**config.mk**
```make
export PLATFORM = sky130hd
export DESIGN_NAME = histogram_pixel_feeder
export DESIGN_NICKNAME = d
export VERILOG_FILES = /design/src/rtl/histogram_pixel_feeder.sv
export SDC_FILE = /design/constraint.sdc
export NUM_CORES = 1
export LEC_CHECK = 0
export ABC_AREA = 1
export CORE_ASPECT_RATIO = 1.5
export CORE_MARGIN = 5
export CORE_UTILIZATION = 50
export CTS_CLUSTER_SIZE = 10
export DETAILED_ROUTE_END_ITERATION = 6
export DONT_BUFFER_PORTS = 1
export PLACE_DENSITY = 0.64
export SETUP_SLACK_MARGIN = 0.02
export SLEW_MARGIN = 20
export SYNTH_ARGS = -nofsm -noshare
export SYNTH_HDL_FRONTEND = slang
export SYNTH_SLANG_ARGS = --single-unit
export TNS_END_PERCENT = 20
```
**constraint.sdc**
```tcl
create_clock -name clk -period 1.3 [get_ports clk]
set_input_delay 0.325 -clock clk [delete_from_list [all_inputs] [get_ports clk]]
set_output_delay 0.325 -clock clk [all_outputs]
set_load 0.02 [all_outputs]
```
**src/rtl/histogram_pixel_feeder.sv**
```systemverilog
// histogram_pixel_feeder
// Front end of the histogram/CDF path. Each frame runs as a sequence:
// clear the counter bank, count the accepted pixels, then pulse frame_done
// once the last bank increment has landed. Each accepted pixel intensity is
// decoded into a one-hot, single-cycle enable for the counter bank.
// Every output is registered.
module histogram_pixel_feeder #(
    parameter int PIX_W        = 8,
    parameter int BINS         = 256,
    parameter int CNT_W        = 15,
    parameter int FRAME_PIXELS = 16384
) (
    input  logic             clk,
    input  logic             clear_n,
    input  logic             start,
    input  logic             abort,
    input  logic             pix_valid,
    input  logic [PIX_W-1:0] pix_data,
    input  logic             pix_last,
    output logic             pix_ready,
    output logic             counter_clear,
    output logic [BINS-1:0]  counter_en,
    output logic [CNT_W-1:0] pix_count,
    output logic             busy,
    output logic             frame_done,
    output logic             short_frame
);

    localparam logic [1:0] S_IDLE  = 2'd0;
    localparam logic [1:0] S_CLR   = 2'd1;
    localparam logic [1:0] S_ACCUM = 2'd2;
    localparam logic [1:0] S_DONE  = 2'd3;

    // Index of the last pixel a frame may hold, and the frame size with one
    // extra bit so that pix_count+1 can be compared without wrapping.
    localparam logic [CNT_W-1:0] LAST_IDX    = CNT_W'(FRAME_PIXELS - 1);
    localparam logic [CNT_W:0]   FRAME_LIMIT = (CNT_W + 1)'(FRAME_PIXELS);

    logic [1:0]     state_r;
    logic [1:0]     next_state_s;
    logic           accept_s;
    logic           frame_end_s;
    logic           start_frame_s;
    logic [CNT_W:0] count_inc_s;

    // Decodes an intensity into the enable of its bin.
    function automatic logic [BINS-1:0] onehot(input logic [PIX_W-1:0] idx);
        logic [BINS-1:0] v;
        v      = {BINS{1'b0}};
        v[idx] = 1'b1;
        return v;
    endfunction

    // Handshake and frame-end qualification for the current cycle.
    always_comb begin
        accept_s      = pix_valid & pix_ready & (state_r == S_ACCUM);
        frame_end_s   = accept_s & (pix_last | (pix_count == LAST_IDX));
        start_frame_s = (state_r == S_IDLE) & start;
        count_inc_s   = {1'b0, pix_count} + {{CNT_W{1'b0}}, 1'b1};
    end

    // Next-state logic. Abort wins over frame end. Start is seen only in IDLE.
    always_comb begin
        next_state_s = state_r;
        case (state_r)
            S_IDLE: begin
                if (start) begin
                    next_state_s = S_CLR;
                end else begin
                    next_state_s = S_IDLE;
                end
            end
            S_CLR: begin
                if (abort) begin
                    next_state_s = S_IDLE;
                end else begin
                    next_state_s = S_ACCUM;
                end
            end
            S_ACCUM: begin
                if (abort) begin
                    next_state_s = S_IDLE;
                end else if (frame_end_s) begin
                    next_state_s = S_DONE;
                end else begin
                    next_state_s = S_ACCUM;
                end
            end
            S_DONE: begin
                next_state_s = S_IDLE;
            end
            default: begin
                next_state_s = S_IDLE;
            end
        endcase
    end

    // State register. Status outputs are registered from the next state, so
    // each one lines up exactly with the state it describes.
    always_ff @(posedge clk or negedge clear_n) begin
        if (!clear_n) begin
            state_r       <= S_IDLE;
            pix_ready     <= 1'b0;
            busy          <= 1'b0;
            counter_clear <= 1'b0;
        end else begin
            state_r       <= next_state_s;
            pix_ready     <= (next_state_s == S_ACCUM);
            busy          <= (next_state_s != S_IDLE);
            counter_clear <= (next_state_s == S_CLR);
        end
    end

    // Bank enable is valid for the cycle after an accept only. An abort
    // cancels the enable for a pixel offered in the same cycle.
    always_ff @(posedge clk or negedge clear_n) begin
        if (!clear_n) begin
            counter_en <= {BINS{1'b0}};
        end else if (accept_s && !abort) begin
            counter_en <= onehot(pix_data);
        end else begin
            counter_en <= {BINS{1'b0}};
        end
    end

    // The frame_done pulse is raised on the way out of DONE. By then the
    // final increment has been presented to the bank.
    always_ff @(posedge clk or negedge clear_n) begin
        if (!clear_n) begin
            frame_done <= 1'b0;
        end else begin
            frame_done <= (state_r == S_DONE) & ~abort;
        end
    end

    // Pixel counter and short-frame flag. Both are cleared by start and
    // otherwise hold through IDLE, so software can read the last frame.
    always_ff @(posedge clk or negedge clear_n) begin
        if (!clear_n) begin
            pix_count   <= {CNT_W{1'b0}};
            short_frame <= 1'b0;
        end else if (start_frame_s) begin
            pix_count   <= {CNT_W{1'b0}};
            short_frame <= 1'b0;
        end else if (accept_s && !abort) begin
            pix_count <= count_inc_s[CNT_W-1:0];
            if (frame_end_s) begin
                short_frame <= pix_last & (count_inc_s < FRAME_LIMIT);
            end else begin
                short_frame <= short_frame;
            end
        end else begin
            pix_count   <= pix_count;
            short_frame <= short_frame;
        end
    end

endmodule
```
Word level (Yosys, flattened, before mapping):

Cells that the tools add are included.
Widths: inputs -> output; s select.

* flip-flop bits (word level): 278

* add/sub/neg operators: 1
* magnitude comparators: 3
* equal/unequal tests: 6
* multiplexer cells: 13
* bitwise logic cells: 8
* reductions and logical operators: 8

Operators with widths (number)
* $mux 256: 1
* $mux 15: 2
* $add 15x1->16 const B: 1
* $lt 16x15->1 const B: 1
* $eq 15x14->1 const B: 1
* $lt 8x9->1 const B: 1
* $demux 1 s8: 1
* $ge 8x1->1 const B: 1
* $pmux 2 s4: 1
* $and 1x1->1: 6
* $eq 2x2->1 const B: 3
* $mux 1: 6
* $reduce_bool 2->1: 3
* $eq 2x1->1 const B: 2
* $mux 2: 2
* $logic_and 1x1->1: 2
* $logic_not 2->1: 1
* $reduce_and 2->1: 1
* $logic_not 1->1: 1
* $not 1->1: 1
* $or 1x1->1: 1

Longest topological paths before layout:

Gate-level depths: netlist of the first run.

* word-level depth: 7
* mapped depth: 9
* gate-level depth less buffers: 9

Worst setup path before layout of the first run:

No wires, ideal clock.

* path kind: register -> register
* from: register pix_ready
* to: register counter_en[134]
* arrival time: 1.409 ns
* required time: 1.228 ns
* path slack: -0.181 ns
* stages on the path, launching flop included: 8
* path buffers: 1
* path through: dfrtp_1 > nand3_2 > nor2_4 > inv_2 > nor3_4 > nand2_2 > buf_6 > nor2_1

* cells in the longest elaborated chain, start to end: 4

RTL lines
* start: declaration: line 20 `output logic pix_ready,`
* start signal: assignment: line 108 `pix_ready <= (next_state_s == S_ACCUM);`
* $and 1x1->1 (2 in a row): line 56 `accept_s = pix_valid & pix_ready & (state_r == S_ACCUM);`
* $logic_and 1x1->1: line 119 `end else if (accept_s && !abort) begin`
* $mux 256: line 119
* end signal: assignment: line 118 `counter_en <= {BINS{1'b0}};`
* end signal: assignment: line 120 `counter_en <= onehot(pix_data);`
* end signal: assignment: line 122 `counter_en <= {BINS{1'b0}};`
* end: declaration: line 22 `output logic [BINS-1:0] counter_en,`

No other way between the ends.
A chain may end at the register's enable or synchronous reset.

Worst setup path in the final report of the first run:

* from: register pix_ready
* to: output pix_ready

No word-level cell between the ends.

==> reports/metrics.cfg, run 1 <==
[route]
wl_met1_um=8120
highest_layer=met4
wl_per_cell_um=23.3
ant_nets=0
drt_first_pass_iters=4
drcViolationCount=0
viasPerCell=5.35
drt-total-wl_um=25100
drt_first_iter_violations=281
vias=5746
wl_met2_um=13500
wl_met3_um=2230

[global_route]
grt_pass1_vias=6166
grt_pass1_wl_um=37800
grt_usage_pct=24.0
grt_max_degree=279
antenna_found_initial=0
gr-total-overflow=0

[timing]
finalSetupViolations=373
fmax_mhz=666
fin_ws_ps=-201
period_minus_slack_ps=1500
worst_slew_pin_slew_ps=513
min_period_over_period_pct=115
clock_skew_ps=12.5
drv_slew=0
timing.hold.ws_ps=-508
rsz0062_at_grt=true
slew_headroom_pct=65.8
tns_ps=-25460
final-hold-violation-count=278

[clock_network]
root_buffer=clkbuf_16
clk_pin_slew_ps=60
cts_buffer_depth=3
cts_inserted_buffers=31
clkLatencyLatePin_ps=530
clock_sinks=278
htreeDepth=1
cts_tree=built

[power]
seqPwrFrac_pct=53.8
finalPower_mw=16.2
power_frac_comb_pct=2.3
swShare_pct=19.9
ir_worst_vdd_uv=1020
p_int_mw=13.0
p_clk_share_pct=43.8
power-per-cell-area_nw_per_um2=1410
p_sw_mw=3.24
leakagePower_nw=5.21

[floorplanning]
dieArea_um2=20800
core_um2=17800
initial_core_util_pct=50.5
fp.dieH_um=174
fp.dieW_um=120
num_rows=60
ios=290

[placement]
gp_congestion=0.886
hpwl_um=16800
place_area_um2=9820
port_buffers=0

[cells_and_area]
drive_above_1_share_pct=45.3
fillers=1346
post-route-util_pct=64.9
syn_to_final_growth_pct=28.3
fin_area_um2=11500
finalNetCount=871
num_antenna_cells=0

[min_path]
hold_path_class=input pin to async pin

[setup_path]
slowest_delay_ps=410
start_kind=flip-flop
critPathKind=flip-flop to output pin
r2r-start=pix_ready$_DFF_PN0_
critical_path_required_ps=980
crit_top_cell=buf_6
r2r_cells=8
critPathArrivalTime_ps=1180
cp_cell_sequence=buf_6 -> buf_6
worstPathMaxFanout=2
critPathCaptureType=output pin
r2r_end=counter_en[26]$_DFF_PN0_
cpMaxStageDelayCell=dfrtp_2
r2r_slack_ps=-190

[synth]
syn_inst=764
ys_ff_latch=278
ys_seq_area_share_pct=77.4
synth_warnings=0
syn_area_per_cell_um2=11.8
synthDistinctLibCells=22
synth_fp_nets=779
syn_area_um2=8990

[run_status]
failed_checks=hold timing, setup timing
outcome=finished with violations

[job]
drv_cap=0

==> sequential cells by signal, indices dropped and copies added (netlist names) <==
name           cells
counter_en       256
pix_count         15
state_r            2
busy               1
counter_clear      1
frame_done         1
pix_ready          1
short_frame        1
==> cell type report <==
cell class	instances	area, um^2	area share [%]
tap	217	272	2.35
sequential	278	7080	61.4
multi-input combinational	420	2250	19.5
timing repair buffer	92	1010	8.73
inverter	33	126	1.10
clock inverter	1	8.76	0.0759
clock buffer	34	787	6.82
==> worst max-delay path by stage <==
stage,to,start,slack [ps],depth (start not counted)
final,pix_ready,pix_ready$_DFF_PN0_,-200,2
after global routing,counter_en[147]$_DFF_PN0_,pix_ready$_DFF_PN0_,-270,9
after CTS,pix_ready,pix_ready$_DFF_PN0_,-210,2
after detailed placement,counter_en[232]$_DFF_PN0_,state_r[1]$_DFF_PN0_,-170,6
after global placement,counter_en[238]$_DFF_PN0_,state_r[0]$_DFF_PN0_,-130,7
after floorplan,counter_en[135]$_DFF_PN0_,pix_ready$_DFF_PN0_,-110,7
==> cells in the final DEF (no fill, tap or decap), types with 5 or more instances in the layout <==
master | Yosys | layout
buf_12 | 0 | 14
buf_4 | 0 | 46
buf_6 | 8 | 23
clkbuf_16 | 0 | 31
dfrtp_1 | 278 | 176
dfrtp_2 | 0 | 102
dlygate4sd3_1 | 0 | 5
inv_1 | 32 | 29
nand2_1 | 65 | 58
nand2_2 | 8 | 12
nand3_1 | 16 | 9
nand3_2 | 1 | 5
nand4_1 | 8 | 8
nor2_1 | 293 | 163
nor2_2 | 1 | 120
nor2_4 | 1 | 12
o21ai_0 | 10 | 8
==> routing by layer <==
metal | global-route usage [%] | up-vias
met2 | 43.6 | 262
met3 | 8.07 | 66
li1 | - | 2494
met5 | 0 | -
met1 | 25.1 | 2924
met4 | 10.4 | 0
==> timing repair <==
action                     in CTS  in global routing
hold buffers                    4                  1
pin swaps                       6                 11
setup endpoints to repair     548                551
hold endpoints to repair      282                281
resized for setup             126                179
gates cloned                    2                  0
buffers inserted               10                  1
==> through the flow <==
step                setup slack, ps  cells
floorplan                      -111    764
global placement               -128   1022
detailed placement             -172   1022
CTS                            -214   1073
global route                   -266   1075
finish                         -201   1075
==> cell usage after synthesis <==
cell / count / area [um^2]
a21oi_1: 6 / 30.0
and2_1: 1 / 6.26
buf_2: 5 / 25.0
buf_6: 8 / 90.1
clkbuf_1: 21 / 78.8
dfrtp_1: 278 / 6960
ha_1: 1 / 12.5
inv_1: 32 / 120
inv_2: 1 / 3.75
nand2_1: 65 / 244
nand2_2: 8 / 50.1
nand3_1: 16 / 80.1
nand3_2: 1 / 10.0
nand4_1: 8 / 50.1
nor2_1: 293 / 1100
nor2_2: 1 / 6.26
nor2_4: 1 / 11.3
nor3_1: 4 / 20.0
nor3_4: 2 / 32.5
o21ai_0: 10 / 50.1
o22ai_1: 1 / 6.26
xor2_1: 1 / 8.76
==> cells by family after synthesis <==
group                    share of synthesized area (%)
AND/OR/NAND/NOR                                   17.9
flip-flops                                        77.4
buffers and inverters                             3.53
AO/OA/AOI/OAI                                    0.960
XOR/XNOR                                        0.0974
adder cells (fa/ha/maj)                          0.139
==> power groups by stage <==
stage | registers [mW] | clock network [mW] | logic (mW)
finish | 8.74 | 7.12 | 0.381
global route | 8.74 | 7.72 | 0.409
CTS | 8.74 | 7.28 | 0.348
detailed placement | 8.89 | 0 | 0.301
global placement | 8.89 | 0 | 0.292
floorplan | 8.89 | 0 | 0.150
==> worst max-delay path: cells and delay by family (launching register included) <==
| kind | cells | cell delay [ps] |
|---|---|---|
| flops | 1 | 410 |
| buf+inv | 2 | 240 |
Note: power is estimated with default switching activity, not from simulation.
==> run 2, diff against run 1 <==
Clock period 1.3 ns to 1.2 ns, I/O delays scaled along.
==> run 2 against run 1 <==
  * The flow still finishes with violations (hold timing, setup timing)
  * Worst setup slack worse by 160 ps
  * Routed wire length is 5.3% higher
  * Clock power is 11% higher
  * First-iteration DRC count is 17% higher
  * Via count is 3.1% higher
  * Design area is 5.9% higher
  * Core utilization is 3.8 points higher
  * Combinational power is 25% higher
  * Worst hold slack worse by 33 ps
  * Sequential cell count stayed put
  * Clock skew is 7.0 ps higher
==> reports/metrics.cfg, run 2 (same netlist as run 1, synthesis figures left out) <==
[clock_network]
hold_buffers=4  ; unchanged
root_buffer=clkbuf_16  ; unchanged
htreeDepth=1  ; unchanged
cts_buffer_depth=3  ; unchanged
cts_tree=built  ; unchanged
cts_inserted_buffers=31  ; unchanged
clkLatencyLatePin_ps=550  ; was 530 ps
clk_pin_slew_ps=60  ; about the same
clock_sinks=278  ; unchanged

[timing]
min_period_over_period_pct=130
slew_headroom_pct=65.7  ; was 65.8%
period_minus_slack_ps=1560
tns_ps=-91610  ; was -25460 ps
timing.hold.ws_ps=-541  ; was -508 ps
fin_ws_ps=-359  ; was -201 ps
finalSetupViolations=551  ; was 373
rsz0062_at_grt=true  ; unchanged
worst_slew_pin_slew_ps=514  ; was 513 ps
drv_slew=0  ; unchanged
fmax_mhz=642
clock_skew_ps=19.6  ; was 12.5 ps
final-hold-violation-count=278  ; unchanged

[setup_path]
r2r_slack_ps=-360  ; was -190 ps
critPathKind=flip-flop to flip-flop  ; was flip-flop to output pin
path_depth=9  ; was 2
crit_buf_inv=4  ; was 2
critPathArrivalTime_ps=2020  ; was 1180 ps
start_kind=flip-flop  ; unchanged
cp_cell_sequence=inv_1 -> nand3_2 -> nor2_4 -> inv_4 -> nor3_4 -> buf_4 -> nand2_8 -> buf_12 -> nor2_1  ; was buf_6 -> buf_6
path_delay_family=simple AND/OR/NAND/NOR gates  ; was flip-flops
critical_path_required_ps=1660  ; was 980 ps
r2r_cells=9  ; was 8
cpMaxStageDelayCell=dfrtp_1  ; was dfrtp_2
critPathCaptureType=flip-flop  ; was output pin
worstPathMaxFanout=8  ; was 2
slowest_delay_ps=390  ; was 410 ps

[min_path]
hold_path_class=input pin to async pin  ; unchanged

[run_status]
outcome=finished with violations  ; unchanged
failed_checks=hold timing, setup timing  ; unchanged

[route]
viasPerCell=5.40  ; was 5.35
drt-total-wl_um=26400  ; was 25100 um
wl_per_cell_um=24.1  ; was 23.3 um
wl_met3_um=2110  ; was 2230 um
wl_met1_um=8830  ; was 8120 um
drt_first_iter_violations=328  ; was 281
highest_layer=met4  ; unchanged
drt_first_pass_iters=4  ; unchanged
vias=5923  ; was 5746
wl_met2_um=14400  ; was 13500 um
drcViolationCount=0  ; unchanged
ant_nets=0  ; unchanged

[floorplanning]
core_um2=17800  ; unchanged
initial_core_util_pct=50.5  ; unchanged
dieArea_um2=20800  ; unchanged
num_rows=60  ; unchanged
fp.dieW_um=120  ; unchanged
fp.dieH_um=174  ; unchanged
ios=290  ; unchanged

[global_route]
gr-total-overflow=0  ; unchanged
antenna_found_initial=0  ; unchanged
grt_pass1_vias=6223  ; was 6166
grt_max_degree=279  ; unchanged
grt_pass1_wl_um=38600  ; was 37800 um
grt_usage_pct=24.6  ; was 24.0%

[power]
power-per-cell-area_nw_per_um2=1460  ; was 1410 nW/um^2
ir_worst_vdd_uv=1060  ; was 1020 uV
leakagePower_nw=5.33  ; was 5.21 nW

[placement]
gp_congestion=0.878  ; was 0.886
port_buffers=0  ; unchanged
hpwl_um=16400  ; was 16800 um
dp_slack_ps=-284  ; was -172 ps

[cells_and_area]
top_register=counter_en  ; unchanged
reg_top3=counter_en: 256 flops, pix_count: 15 flops, state_r: 2 flops  ; unchanged
largest_register_ffs=256  ; unchanged
num_antenna_cells=0  ; unchanged
drive_above_1_share_pct=50.7  ; was 45.3%
layout_common_cells=nor2_1, dfrtp_2, dfrtp_1  ; was dfrtp_1, nor2_1, nor2_2
mostFrequentLayoutCell=nor2_1  ; was dfrtp_1
fillers=1183  ; was 1346
finalNetCount=892  ; was 871
syn_to_final_growth_pct=35.9  ; was 28.3%

[job]
drv_cap=0  ; unchanged

-- run 2: what timing repair did --
item,in CTS,in global routing
setup endpoints to repair,551,551
gates cloned,5,1
setup buffers,21,5
endpoints found under the hold margin,285,278
gates resized for setup,177,243
pin swaps,7,20
-- run 2: layer usage --
metal	global-route usage [%]	up-vias
met3	7.68	76
met5	0	-
met2	45.1	294
met1	26.5	3004
li1	-	2549
met4	8.70	0
-- run 2: metrics by stage --
stage / utilization (%) / hold WS [ps] / instance area, um^2 / cells / power [mW]
finish: 68.7 / -541 / 12200 / 1097 / 17.8
global route: 68.7 / -573 / 12200 / 1097 / 18.5
CTS: 64.4 / -566 / 11500 / 1093 / 17.9
detailed placement: 55.7 / 12.7 / 9910 / 1027 / 9.98
global placement: 55.7 / 11.9 / 9910 / 1027 / 9.97
floorplan: - / 4.41 / 9000 / 764 / 9.79
-- run 2: layout make-up --
class	count	area [um^2]	area share [%]
clock inverter	1	20.0	0.164
inverter	33	129	1.05
sequential	278	7140	58.4
multi-input combinational	422	2590	21.2
timing repair buffer	111	1280	10.5
tap	217	272	2.22
clock buffer	35	791	6.47
-- run 2: path summary, 6_finish.rpt --
kind	startpoint	end
worst min-delay path	clear_n	counter_en[57]$_DFF_PN0_
worst max register to register	state_r[0]$_DFF_PN0_	counter_en[13]$_DFF_PN0_
worst min register to register	state_r[1]$_DFF_PN0_	frame_done$_DFF_PN0_
max in group asynchronous	clear_n	counter_en[35]$_DFF_PN0_
min in group clk	pix_data[1]	counter_en[60]$_DFF_PN0_
worst max-delay path	state_r[0]$_DFF_PN0_	counter_en[13]$_DFF_PN0_
-- run 2: where the power goes --
group          switching, mW  internal (mW)
Clock                   3.32           4.57
Combinational          0.318          0.161
Sequential            0.0524           9.42
Total                   3.69           14.1
